### src/rtl/apb_rr_arbiter.sv
// Round-robin arbiter that lets several APB masters share one APB slave bus.
// It has an IDLE/SETUP/ACCESS FSM, an address-decoded slave select, and timeout and decode-error completion.
module apb_rr_arbiter #(
  parameter int MASTER_PORTS = 2,
  parameter int SLAVE_PORTS  = 4,
  parameter int BUS_WIDTH    = 16,
  parameter int TIMEOUT      = 255
) (
  input  logic                              clk,
  input  logic                              reset,
  input  logic [MASTER_PORTS*BUS_WIDTH-1:0] S_PADDR,
  input  logic [MASTER_PORTS-1:0]           S_PWRITE,
  input  logic [MASTER_PORTS-1:0]           S_PSELx,
  input  logic [MASTER_PORTS-1:0]           S_PENABLE,
  input  logic [MASTER_PORTS*BUS_WIDTH-1:0] S_PWDATA,
  output logic [MASTER_PORTS*BUS_WIDTH-1:0] S_PRDATA,
  output logic [MASTER_PORTS-1:0]           S_PREADY,
  output logic [BUS_WIDTH-1:0]              M_PADDR,
  output logic                              M_PWRITE,
  output logic [SLAVE_PORTS-1:0]            M_PSELx,
  output logic                              M_PENABLE,
  output logic [BUS_WIDTH-1:0]              M_PWDATA,
  input  logic [BUS_WIDTH-1:0]              M_PRDATA,
  input  logic                              M_PREADY,
  output logic                              err
);

  localparam int GW = (MASTER_PORTS > 1) ? $clog2(MASTER_PORTS) : 1;

  typedef enum logic [1:0] {IDLE, SETUP, ACCESS} state_t;

  state_t          state, state_nxt;
  logic [GW-1:0]   grant, last_grant, pick, cand;
  logic            found;
  logic [7:0]      cnt;
  logic [BUS_WIDTH-1:0] sel_addr, sel_wdata;
  logic            sel_write;
  logic [3:0]      slv_idx;
  logic            hit, dec_err, timeout, done;
  logic            unused_penable;

  // Arbitration ignores PENABLE.
  assign unused_penable = ^S_PENABLE;

  // Round-robin search starts just above the last winner and wraps around.
  always_comb begin
    found = 1'b0;
    pick  = '0;
    cand  = '0;
    for (int unsigned k = 0; k < MASTER_PORTS; k++) begin
      cand = GW'((32'(last_grant) + 32'd1 + k) % 32'(MASTER_PORTS));
      if (!found && S_PSELx[cand]) begin
        found = 1'b1;
        pick  = cand;
      end
    end
  end

  always_comb begin
    sel_addr  = '0;
    sel_wdata = '0;
    sel_write = 1'b0;
    for (int unsigned i = 0; i < MASTER_PORTS; i++) begin
      if (grant == GW'(i)) begin
        sel_addr  = S_PADDR[i*BUS_WIDTH +: BUS_WIDTH];
        sel_wdata = S_PWDATA[i*BUS_WIDTH +: BUS_WIDTH];
        sel_write = S_PWRITE[i];
      end
    end
  end

  assign slv_idx = sel_addr[11:8];

  always_comb begin
    hit = 1'b0;
    for (int unsigned j = 0; j < SLAVE_PORTS; j++) begin
      if (slv_idx == 4'(j)) hit = 1'b1;
    end
  end

  assign dec_err = !hit;
  assign timeout = (cnt == 8'(TIMEOUT - 1));
  assign done    = (state == ACCESS) && (dec_err || M_PREADY || timeout);

  always_ff @(posedge clk) begin
    if (reset) begin
      state      <= IDLE;
      grant      <= '0;
      last_grant <= GW'(MASTER_PORTS - 1);
      cnt        <= '0;
    end else begin
      state <= state_nxt;
      if (state == IDLE && found) begin
        grant      <= pick;
        last_grant <= pick;
      end
      if (state == SETUP)       cnt <= '0;
      else if (state == ACCESS) cnt <= cnt + 8'd1;
    end
  end

  always_comb begin
    state_nxt = state;
    case (state)
      IDLE:    if (found) state_nxt = SETUP;
      SETUP:   state_nxt = ACCESS;
      ACCESS:  if (done) state_nxt = IDLE;
      default: state_nxt = IDLE;
    endcase
  end

  always_comb begin
    M_PADDR   = '0;
    M_PWRITE  = 1'b0;
    M_PWDATA  = '0;
    M_PSELx   = '0;
    M_PENABLE = 1'b0;
    S_PREADY  = '0;
    S_PRDATA  = '0;
    err       = 1'b0;
    if (state != IDLE) begin
      M_PADDR   = sel_addr;
      M_PWRITE  = sel_write;
      M_PWDATA  = sel_wdata;
      M_PENABLE = (state == ACCESS);
      for (int unsigned j = 0; j < SLAVE_PORTS; j++) begin
        if (slv_idx == 4'(j)) M_PSELx[j] = 1'b1;
      end
    end
    if (done) begin
      // A decode error or a timeout completes with zero read data.
      err = dec_err || !M_PREADY;
      for (int unsigned i = 0; i < MASTER_PORTS; i++) begin
        if (grant == GW'(i)) begin
          S_PREADY[i] = 1'b1;
          if (!dec_err && M_PREADY) S_PRDATA[i*BUS_WIDTH +: BUS_WIDTH] = M_PRDATA;
        end
      end
    end
  end

endmodule

### config.mk
export PLATFORM = sky130hd
export DESIGN_NAME = apb_rr_arbiter
export DESIGN_NICKNAME = d
export VERILOG_FILES = /design/src/rtl/apb_rr_arbiter.sv
export SDC_FILE = /design/constraint.sdc
export NUM_CORES = 1
export LEC_CHECK = 0
export BUFFER_PORTS_ARGS = -buffer_cell sky130_fd_sc_hd__buf_2
export CORE_UTILIZATION = 34
export DETAILED_ROUTE_END_ITERATION = 6
export PLACE_DENSITY = 0.82
export RECOVER_POWER = 100
export SYNTH_ARGS = -nofsm -noshare
export SYNTH_HDL_FRONTEND = slang
export SYNTH_SLANG_ARGS = --single-unit
### constraint.sdc
create_clock -name clk -period 1.6 [get_ports clk]
set_input_delay 0 -clock clk [delete_from_list [all_inputs] [get_ports clk]]
set_output_delay 0 -clock clk [all_outputs]
set_load 0.01 [all_outputs]
==> summary.md <==
| Metric | Value |
|---|---|
| Drt total wl | approximately 4700 um |
| Hold path startpoint | M_PREADY |
| Largest net degree at the start of global routing | 22 |
| Final hold violations | 0 |
| Met2 Use GR | 40.9% |
| Placer Congestion | between 0.7 and 0.8 |
| Setup bufs post-CTS | 0 |
| CTS clk-pin slew, worst paths | approximately 50 ps |
| Fin crit share | a little over nine tenths |
| Drt wl/cell | approximately 12 um |
| Detailed placer's ending HPWL | about 3900 um |
| Layout cells sized above 1 | between 40% and 50% |
| Reg2reg path depth | 3 |
| Vias in the first global route | 1581 |
| Final Non-Filler Cells | about 400 |
| CP Class | register to output port |
| Num CTS Buffers | 3 |
| Total GRT Usage | between 10% and 20% |
| Root Driver | clkbuf_8 |
| CTS Sinks | 12 |
| Synth Register Bits | 12 |
| Die Y | roughly 66 um |
| First-pass GRT wire length | ~6600 um |
| Fmax | between 0.6 and 0.7 GHz |
| Top post-synthesis cells by area | mux2i_1, dfxtp_1, and2_1 |
| Initial antenna violation count | 0 |
| Max-capacitance violation count | 0 |
| Register area share after synthesis | around 17% |
| Crit Path Max Fanout | 16 |
| Min Tclk post-route | 1530 ps |
| Slew Viols, Final | 0 |
| R2r setup slk | 250 ps |
| Global-route met3 utilization | ~3.8% |
| Initial core utilization | approximately 36% |
| Cell Area, Synth | ~1400 sq um |
| Final WS setup | slightly below 70 ps |
| Rel. slew slack | 74.3% |
| Post-synth EDFFs | 0 |
| Cell variety after synth | 34 |
| Setup TNS | 0 ps |
| DR vias | 1907 |
| Pwr dens | 516 nW/um^2 |
| CTS tree | built |
| Worst IR Drop VDD | ~0.56 mV |
| Synth top cells by count | nor2_1, mux2i_1, and2_1 |
| GRT met1 Usage | between 10% and 20% |
| Die area | 4300 sq um |
| Async set-reset flop share out of synthesis | 0% |
| Syn Nets | 278 |
| Status | finished, final reports clean |
| Arrival time worst endpoint | roughly 1500 ps |
| Leakage | between 1 and 1.5 nW |
| Core area | around 3800 sq um |
| # placed instances | between 300 and 400 |
| Yosys top cell by area | mux2i_1 |
| Area growth syn-to-layout | 63.8% |
| Hold path cells | 2 |
| Multi-input gate area | about 1000 sq um |
| Die width | 65.6 um |
| GR peak layer | met2 |
| Clock Skews | ~1.3 ps |
| IO buf count | 159 |
| # IOs | around 160 |
| Startpoint Class | register |
| Worst Hold Class | input port to register |
| Post-route DRC | 0 |
| WHS Endpoint | state[1] |
| Cell row count | 22 |
| First-pass iteration count of the detailed router | 4 |
| Synth warn | 0 |
| Top-count cell post-synth | nor2_1 |
| Mapped Cells | roughly 190 |
| Worst Setup End Kind | output port |
| # diodes | 0 |
| Reg2reg end | cnt[7] |
| RR Startpoint | state[0] |
| FF+latch area | roughly 250 sq um |
| Clk_lat worst skew | ~240 ps |
| CTS H-tree depth | 1 |
| CTS Buffer Depth | 2 |
| Setup slack at placement | 143 ps |
| Fill count | approximately 350 |
| Critical Path RT | between 1500 and 2000 ps |
| Avg Inst Size Synth | roughly 7.3 sq um |
| Total gr overflow | 0 |
| Main flop type after synthesis | dfxtp_1 |
| Initial DRC Count | 60 |
| Synth top area share | between 20 and 25% |
| Routed vias/inst | 4.83 |
| Final Net Count | approximately 440 |
| Antenna-violating nets left | 0 |
| Worst-margin pin slew | 386 ps |
| Final setup violation count | 0 |
| RSZ-0062 raised after global routing | no |
[where the power goes]
| group | internal [mW] | switching (mW) |
|---|---|---|
| clock | 0.217 | 0.112 |
| combinational | 0.243 | 0.257 |
| sequential | 0.312 | 0.0201 |
[what timing repair did]
action	in CTS	in global routing
resized for setup	3	3
endpoints found under the setup margin	6	33
pin swaps	0	1
hold buffers	1	0
endpoints found under the hold margin	2	0
gates cloned	0	0
[worst max-delay path, stage by stage (launching register included)]
cell and delay (ps):
dfxtp_4 390, nor3_2 240, and4_4 340, and2_1 170, buf_2 130
[registers in the layout, indices dropped and copies added, names as in the netlist]
| signal | count |
|---|---|
| grant | 1 |
| state | 2 |
| last_grant | 1 |
| cnt | 8 |
[cells by family (layout without fill, tap and decap cells)]
logic type               Yosys count  count (layout)  share of synthesized area, %
AND/OR/NAND/NOR                  100             100                          37.9
multiplexers                      34              34                          24.9
AO/OA/AOI/OAI                     21              21                          9.93
buffers and inverters             16             176                          6.74
flip-flops                        12              12                          17.5
adder cells (fa/ha/maj)            2               2                          1.82
XOR/XNOR                           2               2                          1.28
[per-stage QoR]
stage               utilization, %  power [mW]  hold slack [ps]  instance area, sq um
global placement              58.7       0.829              210                  2210
global route                  59.7        1.22             32.9                  2250
floorplan                        -       0.605             72.4                  1370
CTS                           60.7        1.18             27.3                  2290
finish                        59.7        1.16             18.6                  2250
detailed placement            58.7       0.839              213                  2210
[layer usage]
layer,vias to the layer above,part of all wire (%)
li1,966,-
met4,0,1.3
met3,7,8.4
met5,-,0
met1,840,37
met2,94,53
[layout make-up]
class | instances | share of cell area, %
multi-input cells | 159 | 46.6
inverters | 5 | 0.834
well taps | 48 | 2.67
clock buffers | 4 | 2.45
repair buffers | 167 | 36.5
flip-flops and latches | 12 | 11.0
[cell usage in the layout, fill, tap and decap left out, types with 3 or more instances in the layout]
cell,count
a21oi_1,5
and2_1,31
buf_2,98
buf_4,6
clkbuf_1,32
clkbuf_2,29
clkbuf_8,4
dfxtp_1,9
inv_1,5
mux2i_1,33
nand2_1,5
nand3_1,4
nor2_1,41
nor3_1,3
o21ai_0,6
or3_1,4
[how the worst max path moves through the flow]
| stage | start | to | slack, ps |
|---|---|---|---|
| after detailed placement | grant | S_PREADY[1] | 140 |
| final | grant | S_PRDATA[7] | 70 |
| after global routing | grant | S_PRDATA[2] | 4 |
| after global placement | grant | S_PREADY[1] | 190 |
| after floorplan | grant | M_PSELx[1] | 290 |
| after CTS | grant | M_PSELx[3] | 20 |
Note: power is estimated with default switching activity, not from simulation.
